--- config.mk ---
export PLATFORM = sky130hd
export DESIGN_NAME = car_sensor_conditioner
export DESIGN_NICKNAME = d
export VERILOG_FILES = /design/src/rtl/tlc_pkg.sv /design/src/rtl/car_sensor_conditioner_sync_chain.sv /design/src/rtl/car_sensor_conditioner.sv
export SDC_FILE = /design/constraint.sdc
export NUM_CORES = 1
export LEC_CHECK = 0
export CAP_MARGIN = 20
export CORE_MARGIN = 2
export CORE_UTILIZATION = 30
export DETAILED_ROUTE_END_ITERATION = 8
export HOLD_SLACK_MARGIN = 0.02
export PLACE_DENSITY_LB_ADDON = 0.2
export SKIP_CTS_REPAIR_TIMING = 1
export SYNTH_ARGS = -nofsm -noshare
export SYNTH_HDL_FRONTEND = slang
export SYNTH_HIERARCHICAL = 1
export SYNTH_SLANG_ARGS = --single-unit
--- constraint.sdc ---
create_clock -name clock -period 2.3 [get_ports clock]
set_clock_uncertainty 0.15 [all_clocks]
set_input_delay 0.23 -clock clock [delete_from_list [all_inputs] [get_ports clock]]
set_output_delay 0.23 -clock clock [all_outputs]
set_load 0.03 [all_outputs]
--- src/rtl/tlc_pkg.sv ---
// Shared types and default parameters for the traffic light controller
// and its road-loop sensor conditioner.
package tlc_pkg;

  typedef enum logic [1:0] {
    IDLE,
    QUAL_ON,
    PRESENT,
    QUAL_OFF
  } sensor_state_t;

  localparam int SYNC_STAGES_DEF     = 2;
  localparam int DEBOUNCE_CYCLES_DEF = 4;
  localparam int RETRY_CYCLES_DEF    = 16;
  localparam int CNT_W_DEF           = 8;

endpackage

--- src/rtl/car_sensor_conditioner_sync_chain.sv ---
// sync_chain: SYNC_STAGES-deep flop chain for an asynchronous level.
// Ports: clock, reset (sync, active-low), d (async in), q (synced out).
module sync_chain #(
  parameter int SYNC_STAGES = 2
) (
  input  logic clock,
  input  logic reset,
  input  logic d,
  output logic q
);

  logic [SYNC_STAGES-1:0] stg;

  always_ff @(posedge clock) begin
    if (!reset) begin
      stg <= '0;
    end else begin
      stg <= {stg[SYNC_STAGES-2:0], d};
    end
  end

  assign q = stg[SYNC_STAGES-1];

endmodule

--- src/rtl/car_sensor_conditioner.sv ---
// Road-loop sensor conditioner: sync, debounce, pending/retry, count.
// Ports: clock, reset (sync, active-low), sensor_raw, green -> car
//        (1-cycle pulse), car_pending, car_count (saturating).
module car_sensor_conditioner
  import tlc_pkg::*;
#(
  parameter int SYNC_STAGES     = SYNC_STAGES_DEF,
  parameter int DEBOUNCE_CYCLES = DEBOUNCE_CYCLES_DEF,
  parameter int RETRY_CYCLES    = RETRY_CYCLES_DEF,
  parameter int CNT_W           = CNT_W_DEF
) (
  input  logic             clock,
  input  logic             reset,
  input  logic             sensor_raw,
  input  logic             green,
  output logic             car,
  output logic             car_pending,
  output logic [CNT_W-1:0] car_count
);

  localparam int DW =
    (DEBOUNCE_CYCLES > 1) ? $clog2(DEBOUNCE_CYCLES) : 1;
  localparam int RW = $clog2(RETRY_CYCLES);
  localparam logic [DW-1:0] DEB_LAST = DW'(DEBOUNCE_CYCLES - 1);
  localparam logic [RW-1:0] RTY_LAST = RW'(RETRY_CYCLES - 1);

  logic          sensor_s;
  sensor_state_t state;
  logic [DW-1:0] deb_cnt;
  logic [RW-1:0] rty_cnt;
  logic          detect;
  logic          fire;

  sync_chain #(
    .SYNC_STAGES(SYNC_STAGES)
  ) u_sync (
    .clock(clock),
    .reset(reset),
    .d    (sensor_raw),
    .q    (sensor_s)
  );

  always_comb begin
    detect = (state == QUAL_ON) && sensor_s
             && (deb_cnt == DEB_LAST);
    fire   = car_pending && !green
             && (rty_cnt == RTY_LAST);
  end

  always_ff @(posedge clock) begin
    if (!reset) begin
      state       <= IDLE;
      deb_cnt     <= '0;
      rty_cnt     <= '0;
      car         <= 1'b0;
      car_pending <= 1'b0;
      car_count   <= '0;
    end else begin
      unique case (state)
        IDLE: begin
          if (sensor_s) begin
            state   <= QUAL_ON;
            deb_cnt <= '0;
          end
        end
        QUAL_ON: begin
          if (!sensor_s) begin
            state   <= IDLE;
            deb_cnt <= '0;
          end else if (deb_cnt == DEB_LAST) begin
            state   <= PRESENT;
            deb_cnt <= '0;
          end else begin
            deb_cnt <= deb_cnt + 1'b1;
          end
        end
        PRESENT: begin
          if (!sensor_s) begin
            state   <= QUAL_OFF;
            deb_cnt <= '0;
          end
        end
        QUAL_OFF: begin
          if (sensor_s) begin
            state   <= PRESENT;
            deb_cnt <= '0;
          end else if (deb_cnt == DEB_LAST) begin
            state   <= IDLE;
            deb_cnt <= '0;
          end else begin
            deb_cnt <= deb_cnt + 1'b1;
          end
        end
        default: begin
          state   <= IDLE;
          deb_cnt <= '0;
        end
      endcase

      // A detect landing right after a retry pulse is swallowed to keep
      // car one cycle wide; pending stays set so the retry reissues it.
      car <= (detect || fire) && !car;

      if (detect) begin
        car_pending <= 1'b1;
      end else if (green) begin
        car_pending <= 1'b0;
      end

      if (detect || fire || !car_pending || green) begin
        rty_cnt <= '0;
      end else begin
        rty_cnt <= rty_cnt + 1'b1;
      end

      if (detect && (car_count != '1)) begin
        car_count <= car_count + 1'b1;
      end
    end
  end

endmodule

==> flow_summary_export.csv, run 1 <==
group,metric,value,unit
die,io_pins,14,
run_status,status,"complete, no violations",
yosys,yosysMostFrequentCell,"dfxtp_1",
clock_network,insertion_delay,0.29,ns
final_layout,nFillCells,290,
yosys,synth_common_cells,"dfxtp_1 (20), nor2_1 (12), nand3_1 (8)",
die,floorplan.core_area,2710,um2
setup_path,regToRegSetupSlack,0.41,ns
worst_hold_path,hold_path_class,"reg -> reg",
setup_path,endpoint_kind,"flip-flop",
drt,drtIter0Drc,9,
power,vdd_drop_max,356,uV
grt,gr-total-overflow,0,
clock_network,cts.path.max_buffers,2,
clock_network,clock-sinks,20,
yosys,syn_avg_cell_area,9.61,um2
timing,slew_violations,0,
yosys,synth-edff-count,0,
setup_path,cp_max_fo,10,
power,power.density,622,nW/um2
setup_path,worst_setup_path_start_kind,"flip-flop",
grt,grt_pass1_vias,589,
clock_network,cts-htree-levels,1,
yosys,syn_nets,95,
yosys,synth_top_area_cell,"dfxtp_1",
placement,io_buffers,13,
final_layout,nets,111,
timing,fin_setup_tns,0,ns
setup_path,r2r-end,"car_count[7]",
clock_network,cts.clk_slew.worst_paths,0.12,ns
power,power_frac_comb,2.0,%
final_layout,layout-drive-gt1-share,5.83,%
timing,period_needed,1.89,ns
setup_path,crit_required,2.39,ns
yosys,ys_top_cells_by_area,"dfxtp_1 (47%), nor2_1 (5.3%), nand3_1 (4.7%)",
yosys,ys.warnings.count,6,
yosys,synthFlopType,"dfxtp_1",
grt,antenna_found_initial,0,
drt,drc,0,
die,die_y,57.1,um
power,power_frac_seq,53.8,%
timing,fin_crit_sh,82.1,%
power,clkPwrFrac,44.2,%
setup_path,path_class,"reg -> reg",
timing,fmax,530,MHz
timing,setup_viol,0,
yosys,synth.distinct_cells,28,
timing,worst_pin_slew,0.376,ns
setup_path,crit_path_start,"deb_cnt[0]",
placement,gp_congestion,0.718,
power,leakage,0.393,nW
setup_path,worstPathArrival,1.98,ns
setup_path,rr_worst_depth,5,
drt,vias,632,
flow_run,maxCapViolations,0,
yosys,syn_inst,88,
die,row_count,19,
yosys,synth_area,846,um2
worst_hold_path,worstHoldStart,"car",
drt,dr.pass1.iters,4,
timing,rsz0062_at_grt,"no",
power,p_total,0.650,mW
clock_network,root_buffer,"clkbuf_4",
setup_path,r2r-start,"deb_cnt[0]",
power,p_switching,0.119,mW
worst_hold_path,min_to,"car",
worst_hold_path,min_path_cells,1,
grt,grt_max_degree,13,
die,die_x,57.1,um
final_layout,diodes,0,
power,p_sw_share,18.4,%
drt,avgViaCountPerCell,4.72,
yosys,yosysSeqAreaShare,47.3,%
die,die_area,3260,um2
yosys,async_flop_share,0,%
die,start_util,31.2,%
timing,hold_viol,0,
final_layout,syn2layout_area_growth,23.5,%
grt,grt_pass1_wl,2690,um
clock_network,cts_tree,"yes",
drt,routedWlPerCell,11.4,um
grt,grt_usage,10.7,%
power,p_int,0.531,mW
placement,dp_hpwl,1140,um
final_layout,final_util,38.6,%
yosys,ys_ff_latch,20,
yosys,synth_top_area_share,47.3,%
drt,totalWireLength,1530,um
drt,final_antenna_net_count,0,
clock_network,numCtsBuffers,3,
timing,max_slew_margin,74.9,%
## through the flow
step | hold WS, ns | instances | setup slack, ns | instance area, um2
CTS | 0.289 | 134 | 0.391 | 1040
finish | 0.284 | 134 | 0.412 | 1040
global placement | 0.264 | 130 | 0.482 | 992
global route | 0.305 | 134 | 0.246 | 1040
floorplan | 0.198 | 88 | 0.605 | 846
detailed placement | 0.271 | 130 | 0.432 | 992
## placed cells by master (no fill, tap or decap)
master,count
a31oi_1,1
a21oi_1,6
clkbuf_4,3
and3_1,2
inv_1,2
o211ai_1,1
a41oi_1,1
o31ai_1,2
nand2_1,5
xor2_1,4
nor2b_1,2
nand3_1,8
dfxtp_1,20
o21ai_4,1
nand4_4,1
o21ai_0,1
xnor2_1,1
bufinv_16,1
nor2_1,12
and2_1,2
a211oi_1,1
or4_1,2
clkdlybuf4s50_1,13
and4_1,1
o21a_1,2
nor3_1,2
ha_1,3
or3_1,1
and4b_1,1
mux2i_1,1
## state kept, by name, indices dropped and copies added (netlist names), named ones only
signal and flops:
state 1, rty_cnt 4, deb_cnt 2, car_pending 1, u_sync/stg 2, car_count 8, car 1
## power groups by stage
stage	Sequential (mW)	Clock, mW	Combinational, mW
floorplan	0.357	0	0.00728
global placement	0.358	0	0.0133
finish	0.350	0.287	0.0129
CTS	0.350	0.295	0.0132
detailed placement	0.358	0	0.0131
global route	0.351	0.315	0.0145
## worst max path at each step
stage                         endpoint  cells after the start  slack, ns
after floorplan           car_count[4]                      5       0.60
after global placement    car_count[5]                      5       0.48
after detailed placement  car_count[5]                      5       0.43
after CTS                 car_count[3]                      1       0.39
after global routing      car_count[5]                      5       0.25
final                     car_count[7]                      5       0.41
## logic make-up after synthesis
family | Yosys count | share of synthesized area, %
xor+xnor | 5 | 5.18
flops | 20 | 47.3
compound gates | 16 | 13.2
fa+ha+maj | 3 | 4.44
mux | 1 | 1.18
simple gates | 39 | 25.1
buf+inv | 4 | 3.55
## critical path, stage by stage (launching register included)
cell and delay (ns):
dfxtp_1 0.38, ha_1 0.22, and4b_1 0.38, o21ai_4 0.16, or4_1 0.41, a21oi_1 0.15
## per-layer routing
layer	track usage, %	vias up	routed length (um)
met1	14.9	280	805
met4	5.98	0	18
met3	2.72	2	40
met5	0	-	0
met2	15.1	7	660
li1	-	343	-
## layout make-up
cell class | count | area [um2] | share of cell area [%]
clock buffers | 3 | 22.5 | 2.16
clock inverters | 1 | 30.0 | 2.87
inverters | 2 | 7.51 | 0.719
multi-input cells | 64 | 415 | 39.8
flip-flops and latches | 20 | 400 | 38.3
well taps | 31 | 38.8 | 3.71
repair buffers | 13 | 130 | 12.5
No activity file was read; power rests on OpenSTA's default activity.
==> inputs of run 2 (changes only) <==
- clock period: 2.3 -> 1.7 ns (I/O delays scaled with it)
==> run 2 against run 1 <==
  * Die area is the same
  * Fmax grew 14%
  * Sequential share of layout area shrank 3.5 points
  * Worst setup slack lost 0.37 ns
  * Sequential power grew 35%
  * First-iteration DRC count shrank 44%
  * Non-clock buffer count grew 9
  * Critical endpoint is now car_count[5]
  * Largest power group unchanged
==> flow_summary_export.csv, run 2 (synthesis gave the netlist of run 1 again) <==
group,metric,value,unit
final_layout,largest_register_ffs,8,
timing,fin_setup_tns,0,ns
grt,gr-total-overflow,0,
clock_network,numCtsBuffers,3,
drt,drc,0,
die,die_y,57.1,um
timing,slew_violations,0,
timing,hold_viol,0,
power,p_int,0.721,mW
timing,max_slew_margin,73.4,%
final_layout,layout-drive-gt1-share,19.6,%
placement,io_buffers,13,
clock_network,cts_tree,"yes",
setup_path,path_class,"reg -> reg",
clock_network,root_buffer,"clkbuf_4",
drt,routedWlPerCell,11.6,um
final_layout,reg_top3,"car_count x8, rty_cnt x4",
clock_network,cts.path.max_buffers,2,
final_layout,diodes,0,
timing,worst_pin_slew,0.398,ns
timing,fmax,604,MHz
clock_network,clock-sinks,20,
drt,drtIter0Drc,5,
drt,totalWireLength,1670,um
setup_path,worst_setup_path_start_kind,"flip-flop",
power,p_total,0.887,mW
run_status,status,"complete, no violations",
final_layout,multi_input_area,437,um2
final_layout,layout_commonest_cell,"dfxtp_1",
power,power_frac_seq,53.3,%
placement,dp_hpwl,1220,um
placement,gp_congestion,0.733,
setup_path,worstPathArrival,1.74,ns
final_layout,nets,120,
setup_path,critPathTopFamily,"simple AND/OR/NAND/NOR gates",
setup_path,endpoint_kind,"flip-flop",
power,vdd_drop_max,587,uV
final_layout,top_register,"car_count",
power,p_switching,0.166,mW
setup_path,crit_chain,"ha_4 -> and4b_2 -> o21ai_4 -> or4_4 -> a21oi_2",
final_layout,stdcell_area,1160,um2
final_layout,nFillCells,295,
grt,grt_pass1_wl,2790,um
flow_run,maxCapViolations,0,
final_layout,regArea,404,um2
worst_hold_path,hold_path_class,"in -> reg",
timing,period_needed,1.65,ns
final_layout,syn2layout_area_growth,37.1,%
setup_path,cp_max_fo,7,
setup_path,slowest_stage,"or4_4",
power,power_frac_comb,2.4,%
final_layout,final_cell_mix,"dfxtp_1 (17), nor2_1 (12), dlymetal6s2s_1 (9), buf_4 (9), nand3_1 (8)",
setup_path,critPathBufInv,0,
power,leakage,0.606,nW
setup_path,regToRegSetupSlack,0.05,ns
timing,fin_crit_sh,97.4,%
drt,avgViaCountPerCell,4.83,
die,io_pins,14,
timing,whs,0.264,ns
grt,grt_usage,11.0,%
clock_network,insertion_delay,0.30,ns
clock_network,cts-htree-levels,1,
power,power.density,765,nW/um2
timing,setup_viol,0,
grt,grt_max_degree,13,
clock_network,cts.clk_slew.worst_paths,0.12,ns
drt,vias,691,
die,start_util,31.2,%
setup_path,crit_required,1.79,ns
drt,dr.pass1.iters,3,
grt,antenna_found_initial,0,
placement,place_area,1040,um2
drt,final_antenna_net_count,0,
grt,grt_pass1_vias,625,
die,row_count,19,
die,floorplan.core_area,2710,um2
die,die_area,3260,um2
power,clkPwrFrac,44.2,%
die,die_x,57.1,um
power,p_sw_share,18.7,%
setup_path,critPathMaxStageDelay,0.42,ns
## run 2: cell types whose count changed in the layout (fill, tap and decap cells not counted), moves of 3 or more
cell	before	now
dlymetal6s2s_1	0	9
clkdlybuf4s50_1	13	4
dfxtp_2	0	3
dfxtp_1	20	17
buf_4	0	9
## run 2: through the flow
step	utilization, %	instances	setup slack [ns]
2_1_floorplan	-	88	0.00481
3_3_place_gp	38.6	137	0.0896
3_5_place_dp	38.6	137	0.0353
4_1_cts	40.5	141	-0.140
5_1_grt	42.8	143	-0.000577
6_report	42.8	143	0.0450
## run 2: final timing paths
check	from	depth (start not counted)	endpoint
worst min-delay path	sensor_raw	2	u_sync/stg[0]
worst min register to register	car	1	car
worst max-delay path	deb_cnt[0]	5	car_count[5]
worst max register to register	deb_cnt[0]	5	car_count[5]
## run 2: routing by layer
layer	up-vias	routed length, um	global-route usage, %
li1	362	-	-
met1	320	849	15.0
met2	5	754	16.3
met3	4	37	2.72
met4	0	23	4.98
met5	-	0	0
## run 2: area by class of cell
cell class              instances  share of cell area [%]
flip-flops and latches         20                    34.8
multi-input cells              64                    37.6
clock inverters                 1                    2.59
clock buffers                   3                    1.94
well taps                      31                    3.34
inverters                       2                   0.647
repair buffers                 22                    19.0
## run 2: power groups by stage
stage                     Combinational [mW]  Sequential (mW)  Clock (mW)
final                                 0.0215            0.473       0.392
after global routing                  0.0233            0.474       0.431
after CTS                             0.0215            0.473       0.405
after detailed placement              0.0214            0.484           0
after global placement                0.0211            0.484           0
after floorplan                      0.00984            0.484           0
